--- config.mk ---
export PLATFORM = sky130hd
export DESIGN_NAME = rxn_fsm
export DESIGN_NICKNAME = d
export VERILOG_FILES = /design/src/rtl/rxn_pkg.sv /design/src/rtl/lfsr16.sv /design/src/rtl/rxn_fsm.sv
export SDC_FILE = /design/constraint.sdc
export NUM_CORES = 1
export LEC_CHECK = 0
export BUFFER_PORTS_ARGS = -buffer_cell sky130_fd_sc_hd__buf_2
export CAP_MARGIN = 20
export CORE_MARGIN = 3
export CORE_UTILIZATION = 30
export DETAILED_ROUTE_END_ITERATION = 8
export GPL_TIMING_DRIVEN = 0
export SYNTH_ARGS = -nofsm -noshare
export SYNTH_HDL_FRONTEND = slang
export SYNTH_HIERARCHICAL = 1
export SYNTH_SLANG_ARGS = --single-unit
--- constraint.sdc ---
create_clock -name clk -period 6.19 [get_ports clk]
set_clock_uncertainty 0.15 [all_clocks]
set_input_delay 0.619 -clock clk [delete_from_list [all_inputs] [get_ports clk]]
set_output_delay 0.619 -clock clk [all_outputs]
set_load 0.005 [all_outputs]
--- src/rtl/rxn_pkg.sv ---
`default_nettype none
// ---------------------------------------------------------------------------
// rxn_pkg : shared state encoding, LFSR taps and clog2 for the reaction timer
// Rev 1.0
// ---------------------------------------------------------------------------
package rxn_pkg;

  localparam logic [2:0] ST_IDLE   = 3'd0;
  localparam logic [2:0] ST_PRERUN = 3'd1;
  localparam logic [2:0] ST_WAIT   = 3'd2;
  localparam logic [2:0] ST_RUN    = 3'd3;
  localparam logic [2:0] ST_DONE   = 3'd4;

  localparam logic [15:0] LFSR_TAPS = 16'hB400;

  function automatic int clog2(input int value);
    int r;
    r = 0;
    for (int i = 0; i < 32; i++) begin
      if ((64'd1 << i) < 64'(value)) r = i + 1;
    end
    return r;
  endfunction

endpackage
`default_nettype wire

--- src/rtl/lfsr16.sv ---
`default_nettype none
// ---------------------------------------------------------------------------
// lfsr16 : free-running 16-bit Galois LFSR (right shift) for the hold-off
// Rev 1.0
// ---------------------------------------------------------------------------
module lfsr16
  import rxn_pkg::*;
#(
  parameter logic [15:0] SEED = 16'hACE1
) (
  input  logic        clk,
  input  logic        ar,
  output logic [15:0] q
);

  always_ff @(posedge clk) begin
    if (ar) q <= SEED;
    else    q <= {1'b0, q[15:1]} ^ (q[0] ? LFSR_TAPS : 16'h0000);
  end

endmodule
`default_nettype wire

--- src/rtl/rxn_fsm.sv ---
`default_nettype none
// ---------------------------------------------------------------------------
// rxn_fsm : multi-player reaction-timer sequencer (hold-off, run, result)
// Rev 1.0
// ---------------------------------------------------------------------------
module rxn_fsm
  import rxn_pkg::*;
#(
  parameter int          N_CH         = 2,
  parameter int          DLY_MIN      = 5000,
  parameter int          DLY_W        = 12,
  parameter int          RAND_EN      = 1,
  parameter int          TIMEOUT      = 10000,
  parameter logic        START_ASSERT = 1'b1,
  parameter logic        STOP_ASSERT  = 1'b1,
  parameter logic [15:0] SEED         = 16'hACE1,
  localparam int         WIN_W        = (N_CH > 1) ? clog2(N_CH) : 1
) (
  input  logic             clk,
  input  logic             ar,
  input  logic             start,
  input  logic [N_CH-1:0]  stop,
  output logic             ctr_en,
  output logic             ctr_ar,
  output logic             go,
  output logic [WIN_W-1:0] winner,
  output logic             valid,
  output logic             foul,
  output logic             timeout
);

  localparam int DLY_A  = DLY_W + 1;
  localparam int DLY_B  = clog2(DLY_MIN + (1 << DLY_W));
  localparam int DLY_CW = (DLY_A > DLY_B) ? DLY_A : DLY_B;
  localparam int RUN_CW = clog2(TIMEOUT + 1);

  logic [2:0]        state;
  logic [2:0]        state_nxt;
  logic              start_prev;
  logic              start_edge;
  logic              stop_any;
  logic [WIN_W-1:0]  stop_idx;
  logic [DLY_CW-1:0] dly_cnt;
  logic [DLY_CW-1:0] dly_load;
  logic [RUN_CW-1:0] run_cnt;
  logic [15:0]       lfsr;
  logic              unused_lfsr;

  lfsr16 #(.SEED(SEED)) u_lfsr (
    .clk (clk),
    .ar  (ar),
    .q   (lfsr)
  );

  generate
    if (RAND_EN != 0) begin : g_rand
      assign dly_load = DLY_CW'(DLY_MIN) + DLY_CW'(lfsr[DLY_W-1:0]);
    end else begin : g_fixed
      assign dly_load = DLY_CW'(DLY_MIN);
    end
  endgenerate

  // Upper LFSR bits only feed the sequence, not the hold-off addend.
  assign unused_lfsr = ^lfsr;

  assign start_edge = (start == START_ASSERT) && (start_prev != START_ASSERT);
  assign stop_any   = |(~(stop ^ {N_CH{STOP_ASSERT}}));

  // Descending scan so the lowest pressed index is the one left standing.
  always_comb begin
    stop_idx = '0;
    for (int i = N_CH - 1; i >= 0; i--) begin
      if (stop[i] == STOP_ASSERT) stop_idx = i[WIN_W-1:0];
    end
  end

  always_ff @(posedge clk) begin
    if (ar) state <= ST_IDLE;
    else    state <= state_nxt;
  end

  always_comb begin
    state_nxt = state;
    case (state)
      ST_IDLE:   if (start_edge) state_nxt = ST_PRERUN;
      ST_PRERUN: state_nxt = stop_any ? ST_DONE : ST_WAIT;
      ST_WAIT: begin
        if (stop_any)                        state_nxt = ST_DONE;
        else if (dly_cnt <= DLY_CW'(1))      state_nxt = ST_RUN;
      end
      ST_RUN: begin
        if (stop_any || (run_cnt == RUN_CW'(TIMEOUT - 1))) state_nxt = ST_DONE;
      end
      ST_DONE:   if (start_edge) state_nxt = ST_PRERUN;
      default:   state_nxt = ST_IDLE;
    endcase
  end

  always_comb begin
    ctr_en = (state == ST_RUN);
    ctr_ar = (state != ST_PRERUN) && !ar;
    go     = ctr_en;
  end

  always_ff @(posedge clk) begin
    if (ar) begin
      start_prev <= ~START_ASSERT;
      dly_cnt    <= '0;
      run_cnt    <= '0;
      winner     <= '0;
      valid      <= 1'b0;
      foul       <= 1'b0;
      timeout    <= 1'b0;
    end else begin
      start_prev <= start;
      case (state)
        ST_PRERUN: begin
          dly_cnt <= dly_load;
          run_cnt <= '0;
          valid   <= 1'b0;
          timeout <= 1'b0;
          foul    <= stop_any;
          winner  <= stop_any ? stop_idx : '0;
        end
        ST_WAIT: begin
          if (dly_cnt != '0) dly_cnt <= dly_cnt - DLY_CW'(1);
          if (stop_any) begin
            foul   <= 1'b1;
            winner <= stop_idx;
          end
        end
        ST_RUN: begin
          if (run_cnt != '1) run_cnt <= run_cnt + RUN_CW'(1);
          if (stop_any) begin
            valid  <= 1'b1;
            winner <= stop_idx;
          end else if (run_cnt == RUN_CW'(TIMEOUT - 1)) begin
            timeout <= 1'b1;
          end
        end
        default: ;
      endcase
    end
  end

endmodule
`default_nettype wire
==> results.cfg <==
[status]
status = completed

[routing]
drt_wl_total_um = 6020
drt_iter0_drc = 83
wl_per_cell_um = 13.6
vias = 2318
via_per_inst = 5.23
wl_met2_um = 2660
wl_met1_um = 2960
drtAntennaViolNets = 0
drt_pass1_iterations = 4
drc_errors = 0
wl_met3_um = 316
highest_layer = met4

[critical_path]
critPathMostFrequentCell = buf_2
critPathMaxFanout = 10
crit_slowest_cell = buf_1
required_ps = 5420
critPathLaunchType = input port
critical_path.max_stage_delay_ps = 420
ff2ff_setup_slack_ps = 3610
critPathKind = in2out
worstPathArrival_ps = 2020
reg2reg_from = state[1]$_SDFFE_PP0P_
r2r_end = dly_cnt[7]$_SDFFE_PP0P_
worstPathCellList = buf_2 > clkbuf_1 > a21o_1 > buf_1 > inv_1 > buf_2
end_kind = primary output
ff2ff_path_depth = 6

[floorplanning]
die-area_mm2 = 0.0100
start_util_pct = 31.6
pin_count = 12
core_area_mm2 = 0.00842
dieWidth_um = 100
num_rows = 33
die_h_um = 100

[clock_tree]
cts.sinks = 52
cts_root_buf = clkbuf_8
ctsResizeCount = 0
cts_tree = yes
cts_inserted_buffers = 5
cts.clk_slew.worst_paths_ps = 80
htreeDepth = 2
clk_latency_ps = 310
postCtsHoldBufs = 0
cts_buffer_depth = 2
cts_setup_buffers = 0

[timing]
slew_viol_final = 0
rsz0062_at_grt = no
tightestPinTransition_ps = 975
setup_viol = 0
finalHoldViolCount = 0
clock.fmax_mhz = 359
tns_ps = 0
slew_headroom_pct = 34.8
period_share_pct = 45.0
post-route-min-period_ps = 2790

[synthesis]
synthArstFlopShare_pct = 0
synth.distinct_cells = 54
synth_seq_cells = 52
synth.avg_cell_area_um2 = 8.35
synth_cells = 319
synth_seq_area_share_pct = 39.1
synth_edf_count = 0
synthFlopType = dfxtp_1
syn_area_mm2 = 0.00266
synth_warnings = 6
synth_nets = 328

[min_path]
whs_path_depth = 1
whs_endpoint = u_lfsr/q[11]$_SDFF_PP1_
hp-class = reg2reg
min_from = u_lfsr/q[12]$_SDFF_PP0_

[layout]
num_antenna_cells = 0
syn_to_final_growth_pct = 10.6
design_area_mm2 = 0.00295
layout.nets = 346
fin_cells = 443
drive_above_1_share_pct = 10.9
finalCoreUtilization_pct = 35.0

[pwr]
powerDensity_mw_per_mm2 = 268
peakVddDrop_mv = 0.102
p_leak_nw = 1.03

[place]
dpl.hpwl_um = 4330
gp_congestion = 0.827
dp_cells = 435
dpl_cell_area_mm2 = 0.00285
port_buffers = 11

[global_routing]
grt_pass1_vias = 2139
grt_pass1_wl_um = 10100
grt_antenna_before_repair = 0
grt-ovfl-total = 0
grt_max_degree = 17
track_usage_pct = 12.1

[job]
maxCapViolCount = 0
-- critical path: cells and delay by family --
kind	cells	cell delay, ps
AOI/OAI and AO/OA	1	260
buffers and inverters	5	1130
-- through the flow --
stage / setup WS (ps) / hold WS [ps] / power (mW)
after global placement: 3410 / 238 / 0.584
after global routing: 3260 / 308 / 0.835
after floorplan: 4090 / 235 / 0.542
final: 3400 / 266 / 0.789
after detailed placement: 3380 / 250 / 0.586
after CTS: 3380 / 271 / 0.793
-- placed cells by master (no fill, tap or decap), types with 4 or more instances in the layout --
master and count:
a21oi_1 24, and2b_1 7, buf_2 13, clkbuf_1 9, clkbuf_8 6, dfxtp_1 52
ha_1 4, inv_1 9, nand2_1 16, nand2b_1 7, nand3_1 11, nand4_1 5
nor2_1 35, nor3_1 15, nor3b_1 4, nor4_1 10, o21ai_0 19, o21ai_1 4
or2_1 6, or2_2 4, or3_1 5, xnor2_1 18
-- cell usage after synthesis (all sizes together), types with 2 or more instances --
library cell,count,area (um^2)
nor2b,3,18.8
inv,9,33.8
a31oi,2,12.5
nand4,5,31.3
mux2i,3,30.0
nand2,16,60.1
a21o,3,23.8
or4,5,45.0
o21ai,23,115
nand4b,2,17.5
nor3,15,75.1
buf,7,55.1
xnor2,18,158
ha,4,50.1
nand3,11,55.1
clkbuf,10,38.8
nand2b,7,43.8
nand3b,2,15.0
and2b,7,52.6
o211ai,3,22.5
nor4,12,105
xor2,2,17.5
nor3b,4,30.0
or3,5,31.3
nor2,35,131
a211oi,4,35.0
or2,10,62.6
a21oi,24,120
dfxtp,52,1040
o32ai,2,17.5
-- cell families (layout without fill, tap and decap cells) --
logic type      after synthesis  in the layout  synth area share [%]
simple gates                145            145                  30.9
flops                        52             52                  39.1
buf+inv                      26             45                  4.79
compound gates               69             69                  15.6
fa+ha+maj                     4              4                  1.88
mux                           3              3                  1.13
xor+xnor                     20             20                  6.58
-- per-layer routing --
layer | vias up | track usage (%)
met5 | - | 0
li1 | 1169 | -
met2 | 54 | 18.9
met4 | 0 | 3.52
met1 | 1085 | 16.9
met3 | 10 | 2.57
-- registers in the layout, summed over array words and instances, names as in the netlist --
name and count:
start_prev 1, winner 1, timeout 1, dly_cnt 14, run_cnt 14, valid 1, state 3, foul 1
u_lfsr/q 16
-- area by class of cell --
| cell class | instances | area (um^2) |
|---|---|---|
| inverter | 9 | 33.8 |
| clock buffer | 6 | 82.6 |
| clock inverter | 2 | 13.8 |
| sequential | 52 | 1040 |
| fill | 913 | 5480 |
| timing repair buffer | 11 | 55.1 |
| buffer | 17 | 93.8 |
| multi-input combinational | 241 | 1500 |
| tap | 105 | 131 |
-- how the worst max path moves through the flow --
stage,cells after the start,startpoint,to
final,6,ar,ctr_ar
after global routing,5,state[0]$_SDFFE_PP0P_,ctr_ar
after CTS,6,ar,ctr_ar
after floorplan,8,dly_cnt[0]$_SDFFE_PP0P_,dly_cnt[3]$_SDFFE_PP0P_
after detailed placement,6,ar,ctr_ar
after global placement,6,ar,ctr_ar
-- report_power, final --
| group | leakage (nW) | switching (mW) | total [mW] | internal [mW] |
|---|---|---|---|---|
| Clock | 0.0516 | 0.115 | 0.207 | 0.0916 |
| Combinational | 0.557 | 0.114 | 0.206 | 0.0917 |
| Sequential | 0.425 | 0.0220 | 0.377 | 0.355 |
| Total | 1.03 | 0.251 | 0.789 | 0.538 |
Power figures use the tool's default switching activity.
